<file path="src/rtl/booth_multiplier_if.sv">
// Start/operand/result bundle between the issuing datapath and the Booth multiplier.
interface booth_multiplier_if #(parameter int WIDTH = 32);
  logic             ctrl_MULT;
  logic [WIDTH-1:0] data_operandA;
  logic [WIDTH-1:0] data_operandB;
  logic [WIDTH-1:0] data_result;
  logic             data_exception;
  logic             data_resultRDY;

  modport master (
    output ctrl_MULT, data_operandA, data_operandB,
    input  data_result, data_exception, data_resultRDY
  );
  modport slave (
    input  ctrl_MULT, data_operandA, data_operandB,
    output data_result, data_exception, data_resultRDY
  );
endinterface

</file>
<file path="src/rtl/booth_multiplier.sv">
// Sequential radix-2 Booth multiplier: one add/sub plus one arithmetic shift per cycle.
// Define MULT_OVF_EN to latch signed overflow into data_exception; otherwise it is tied to 0.
module booth_multiplier #(
  parameter int WIDTH = 32
) (
  input  logic                clock,
  input  logic                reset_n,
  booth_multiplier_if.slave   bus
);
  localparam int CW = $clog2(WIDTH) + 1;
  localparam logic [1:0] S_IDLE = 2'd0;
  localparam logic [1:0] S_RUN  = 2'd1;
  localparam logic [1:0] S_DONE = 2'd2;

  logic [1:0]       state_q, state_d;
  logic [WIDTH:0]   m_q, m_d, acc_q, acc_d;
  logic [WIDTH-1:0] q_q, q_d, res_q, res_d;
  logic             q1_q, q1_d, rdy_q, rdy_d;
  logic [CW-1:0]    cnt_q, cnt_d;

  logic [WIDTH:0]   acc_add, acc_sh;
  logic [WIDTH-1:0] q_sh;
  logic             last_edge, start;

  assign start     = bus.ctrl_MULT;
  assign last_edge = (state_q == S_RUN) && (cnt_q == CW'(WIDTH - 1)) && !start;

  // Acc stays WIDTH+1 bits so that negating M = -2^(WIDTH-1) is exact.
  always_comb begin
    acc_add = acc_q;
    case ({q_q[0], q1_q})
      2'b01:   acc_add = acc_q + m_q;
      2'b10:   acc_add = acc_q - m_q;
      default: acc_add = acc_q;
    endcase
    acc_sh = {acc_add[WIDTH], acc_add[WIDTH:1]};
    q_sh   = {acc_add[0], q_q[WIDTH-1:1]};
  end

  always_comb begin
    state_d = state_q;
    m_d     = m_q;
    acc_d   = acc_q;
    q_d     = q_q;
    q1_d    = q1_q;
    cnt_d   = cnt_q;
    res_d   = res_q;
    rdy_d   = 1'b0;
    if (start) begin
      // A restart always wins, discarding any operation in flight.
      state_d = S_RUN;
      m_d     = {bus.data_operandA[WIDTH-1], bus.data_operandA};
      acc_d   = '0;
      q_d     = bus.data_operandB;
      q1_d    = 1'b0;
      cnt_d   = '0;
    end else begin
      case (state_q)
        S_RUN: begin
          acc_d = acc_sh;
          q_d   = q_sh;
          q1_d  = q_q[0];
          cnt_d = cnt_q + 1'b1;
          if (last_edge) begin
            state_d = S_DONE;
            res_d   = q_sh;
            rdy_d   = 1'b1;
          end
        end
        S_DONE:  state_d = S_IDLE;
        default: state_d = state_q;
      endcase
    end
  end

  always_ff @(posedge clock or negedge reset_n) begin
    if (!reset_n) begin
      state_q <= S_IDLE;
      m_q     <= '0;
      acc_q   <= '0;
      q_q     <= '0;
      q1_q    <= 1'b0;
      cnt_q   <= '0;
      res_q   <= '0;
      rdy_q   <= 1'b0;
    end else begin
      state_q <= state_d;
      m_q     <= m_d;
      acc_q   <= acc_d;
      q_q     <= q_d;
      q1_q    <= q1_d;
      cnt_q   <= cnt_d;
      res_q   <= res_d;
      rdy_q   <= rdy_d;
    end
  end

  assign bus.data_result    = res_q;
  assign bus.data_resultRDY = rdy_q;

`ifdef MULT_OVF_EN
  logic exc_q, exc_d;
  logic [WIDTH:0] hi_bits;

  // Product bits [2W-1:W-1] must all match the sign for the low half to be exact.
  assign hi_bits = {acc_sh[WIDTH-1:0], q_sh[WIDTH-1]};

  always_comb begin
    exc_d = exc_q;
    if (start)          exc_d = 1'b0;
    else if (last_edge) exc_d = !((&hi_bits) || !(|hi_bits));
  end

  always_ff @(posedge clock or negedge reset_n) begin
    if (!reset_n) exc_q <= 1'b0;
    else          exc_q <= exc_d;
  end

  assign bus.data_exception = exc_q;
`else
  assign bus.data_exception = 1'b0;
`endif
endmodule
</file>
<file path="src/flat_wrapper.sv">
// flat-port wrapper written by rule: the top's interface ports become plain ports
module booth_multiplier_flat 
#(
  parameter int WIDTH = 32
)
  (clock, reset_n, bus_ctrl_MULT, bus_data_operandA, bus_data_operandB, bus_data_result, bus_data_exception, bus_data_resultRDY);
  booth_multiplier_if #(.WIDTH(WIDTH)) bus_i ();
  input  logic clock;
  input  logic reset_n;
  input wire logic [$bits(bus_i.ctrl_MULT)-1:0] bus_ctrl_MULT;
  input wire logic [$bits(bus_i.data_operandA)-1:0] bus_data_operandA;
  input wire logic [$bits(bus_i.data_operandB)-1:0] bus_data_operandB;
  output wire logic [$bits(bus_i.data_result)-1:0] bus_data_result;
  output wire logic [$bits(bus_i.data_exception)-1:0] bus_data_exception;
  output wire logic [$bits(bus_i.data_resultRDY)-1:0] bus_data_resultRDY;
  assign bus_i.ctrl_MULT = bus_ctrl_MULT;
  assign bus_i.data_operandA = bus_data_operandA;
  assign bus_i.data_operandB = bus_data_operandB;
  assign bus_data_result = bus_i.data_result;
  assign bus_data_exception = bus_i.data_exception;
  assign bus_data_resultRDY = bus_i.data_resultRDY;
  booth_multiplier #(.WIDTH(WIDTH)) u_core (.clock(clock), .reset_n(reset_n), .bus(bus_i));
endmodule
</file>
<file path="config.mk">
export PLATFORM = sky130hd
export DESIGN_NAME = booth_multiplier_flat
export DESIGN_NICKNAME = d
export VERILOG_FILES = /design/src/rtl/booth_multiplier_if.sv /design/src/rtl/booth_multiplier.sv /design/src/flat_wrapper.sv
export SDC_FILE = /design/constraint.sdc
export NUM_CORES = 1
export LEC_CHECK = 0
export CORE_MARGIN = 2
export CORE_UTILIZATION = 45
export CTS_CLUSTER_DIAMETER = 30
export CTS_CLUSTER_SIZE = 10
export DETAILED_ROUTE_END_ITERATION = 12
export DONT_BUFFER_PORTS = 1
export SLEW_MARGIN = 20
export SYNTH_ARGS = -nofsm -noshare
export SYNTH_HDL_FRONTEND = slang
export SYNTH_SLANG_ARGS = --single-unit
</file>
<file path="constraint.sdc">
create_clock -name clock -period 3.5 [get_ports clock]
set_input_delay 0.35 -clock clock [delete_from_list [all_inputs] [get_ports clock]]
set_output_delay 0.35 -clock clock [all_outputs]
set_load 0.005 [all_outputs]
</file>
==> results by group <==
Timing
  – Max-Slew Margin vs Limit: 46.6%
  – Fin worst setup slack: -0.214 ns
  – Max Fclk: 269 MHz
  – Clk_skew: 0.00826 ns
  – Share of the clock period used by the worst path: 106%
  – Unrepaired setup endpoints after global routing: yes
  – Final setup violation count: 13
  – Worst hold margin: -0.387 ns
  – Number of hold-slack violations in the final timing report: 138
  – Pins Over Slew Limit: 0
  – Final Critical Period: 3.71 ns
  – Actual slew at the worst max-slew pin: 0.798 ns
  – Total negative slack for setup checks: -1.30 ns

Synth
  – Prevailing post-synth register cell: dfrtp_1
  – Main combinational cell family by area after synthesis: compound AO/OA/AOI/OAI gates
  – Synthesis Warnings: 0
  – Fraction of the mapped netlist area in adder cells: 5.60%
  – #FFs+latches synth: 138
  – Number of distinct library cell variants in the gate-level netlist after synthesis: 71
  – Area fraction in and, or, nand and nor cells after synthesis: 14.3%
  – Area fraction in compound gates after synthesis: 16.2%
  – EDFF count, synth: 0
  – Asr flop ratio synth: 100%
  – Cell types with the largest area share after synthesis: dfrtp_1, mux2_2, ha_1
  – Cell area after technology mapping: 0.00818 sq mm
  – Multiplexer fraction of the synthesized cell area: 12.9%
  – Largest area contributor in the synthesized netlist: dfrtp_1
  – Mapped Nets: 951
  – Sequential-to-total area share from yosys stat: 42.2%
  – Synth Instances: 848
  – Synthesized-area fraction occupied by xor and xnor cells: 5.68%
  – Proportion of netlist area held by the largest area contributor: 42.2%
  – Mean cell area of the mapped netlist: 9.64 sq um

Setup path
  – Crit path capture type: flop
  – Critical Path Start Type: flop
  – Arrival @ worst endpoint: 4.03 ns
  – Data required time of the critical path: 3.82 ns
  – Max FO, Critical Path: 3
  – Kind of critical path: reg2reg

Finish
  – NumNets Final: 1035
  – Seq. cell area: 0.00345 sq mm
  – Total area of multi-input combinational cells: 0.00497 sq mm
  – P&R area growth vs syn: 24.7%
  – Commonest non-fill, non-tap cells in the layout: dfrtp_1, buf_4, nand2_1
  – Number of cells in the finished layout apart from fillers: 1174
  – Total non-filler cell area in the finished layout: 0.0102 sq mm
  – Number of fillers in the final layout: 1523
  – Finished Core Util: 57.0%
  – Most common cell after layout, fill and taps aside: dfrtp_1
  – Fraction of final layout cells with drive strength greater than 1: 29.6%

Floorplanning
  – Top-Level Pins: 101
  – Core Area: 0.0179 sq mm
  – Effective utilization at floorplan: 45.7%
  – Placement row count: 49
  – Area of the die: 0.0193 sq mm
  – Die Y-Extent: 139 um
  – Width of the die: 139 um

Route
  – Total number of vias: 6700
  – Initial detailed-routing violation count: 358
  – Antenna viol nets, final: 0
  – Per-cell via count in the routed design: 5.71
  – Routed len/inst: 18.2 um
  – Total wire length after detailed routing: 21.3 mm
  – Post-route DRC violation count: 0
  – Initial DRT Pass Iterations: 9

Global routing
  – Pin count of the biggest net entering global routing: 139
  – Overflow after GRT: 0
  – Number of antenna violations at the first check in global routing: 1
  – First-pass GRT wire length: 34.5 mm
  – GRT Overall Usage: 22.0%
  – Number of global-route vias before repair: 6783

Pwr
  – Total power of the final layout: 6.42 mW
  – IR Drop Worst-Case VDD: 325 uV
  – Cell leakage power: 4.56 nW
  – Power density relative to cell area: 629 mW/mm^2

Clock tree
  – Buffer cell driving the clock tree root: clkbuf_16
  – Hold buffers post-CTS: 2
  – Clock Pin Slew Worst Setup and Hold Paths: 0.07 ns
  – CTS sink count: 138
  – Inserted Clock Buffers: 17
  – Buffer depth of the longest clock path: 2
  – Count of H-tree levels built during CTS: 4
  – Insertion delay to the later sink of the worst-skew pair: 0.43 ns
  – CTS tree: yes

Placed design
  – Routability Congestion: 0.878
  – Cell area after placement: 0.00904 sq mm
  – DPL Wire Length: 13.9 mm
  – Port Buffers: 0
  – Worst slack at placement: -0.275 ns
  – Cell count after placement: 1125

Run
  – Max-capacitance violation count: 0

Status
  – Result of the run: complete, but fails checks
  – Violations in the final reports: hold timing, setup timing

Hold path
  – Class of the most critical hold timing path: in2async
## final timing paths
path | startpoint | to | slack (ns) | depth (start not counted)
min in group clock | bus_ctrl_MULT | u_core.q_q[17] | 0.03 | 1
worst min register to register | u_core.bus.data_result[8] | u_core.bus.data_result[8] | 0.52 | 1
worst max register to register | u_core.m_q[4] | u_core.acc_q[31] | -0.21 | 16
worst min-delay path | reset_n | u_core.q_q[25] | -0.39 | 0
worst max-delay path | u_core.m_q[4] | u_core.acc_q[31] | -0.21 | 16
max in group asynchronous | reset_n | u_core.acc_q[21] | 3.71 | 0
## cell families after synthesis
group                      count (synthesis)
and+or+nand+nor                          249
adders and majority gates                 36
muxes                                     98
AOI/OAI and AO/OA                        213
other                                      1
buffers and inverters                     60
DFF                                      138
xor gates and xnor gates                  53
## flip-flops by register name, summed over array words and instances (netlist names)
register / count
u_core.acc_q: 32
u_core.bus.data_result: 32
u_core.bus.data_resultRDY: 1
u_core.cnt_q: 6
u_core.m_q: 32
u_core.q1_q: 1
u_core.q_q: 32
u_core.state_q: 2
## cell usage after synthesis, types with 15 or more instances
library cell and instances:
a21oi_1 60, inv_1 16, mux2i_1 39, a21o_1 15
xnor2_1 43, clkbuf_1 38, nor3_1 17, nor2_1 70
mux2_2 52, ha_1 35, nand2_1 94, o21ai_0 60
dfrtp_1 138
## layer usage
layer	vias up	routed length (um)	part of all wire, %	global-route usage (%)
li1	3205	-	-	-
met1	3282	9300	44	28.5
met2	175	10400	49	36.7
met3	38	1170	5.5	5.49
met4	0	498	2.3	6.17
met5	-	0	0	0
## where the power goes
group / internal [mW] / switching (mW)
combinational: 1.35 / 1.34
sequential: 1.78 / 0.191
clock: 0.990 / 0.763
total: 4.12 / 2.29
## critical path: stages, from the launching register on
cell and delay [ns]:
dfrtp_1 0.38, or3_4 0.42, nor3_4 0.14, nand2b_1 0.17, buf_4 0.18, nor2_1 0.13
nor2_1 0.07, xnor2_1 0.13, ha_1 0.40, nand3_2 0.11, and2_4 0.17, o21a_1 0.22
a31oi_4 0.26, a311oi_4 0.14, a211o_1 0.31, nand2_1 0.08, mux2_4 0.29
## cell type report
| class | instances | share of cell area [%] |
|---|---|---|
| antenna | 1 | 0.0245 |
| clock buffer | 17 | 4.17 |
| clock inverter | 14 | 1.37 |
| inverter | 17 | 0.626 |
| multi-input combinational | 650 | 48.7 |
| sequential | 138 | 33.9 |
| tap | 229 | 2.81 |
| timing repair buffer | 108 | 8.44 |
## timing repair
item                                    4_1_cts  5_1_grt
pin swaps                                    27       59
gates resized for setup                      30       64
hold endpoints to repair                    169      138
setup buffers                                 5       13
gates cloned                                  0        0
endpoints found under the setup margin       15       21
Note: power is estimated with default switching activity, not from simulation.
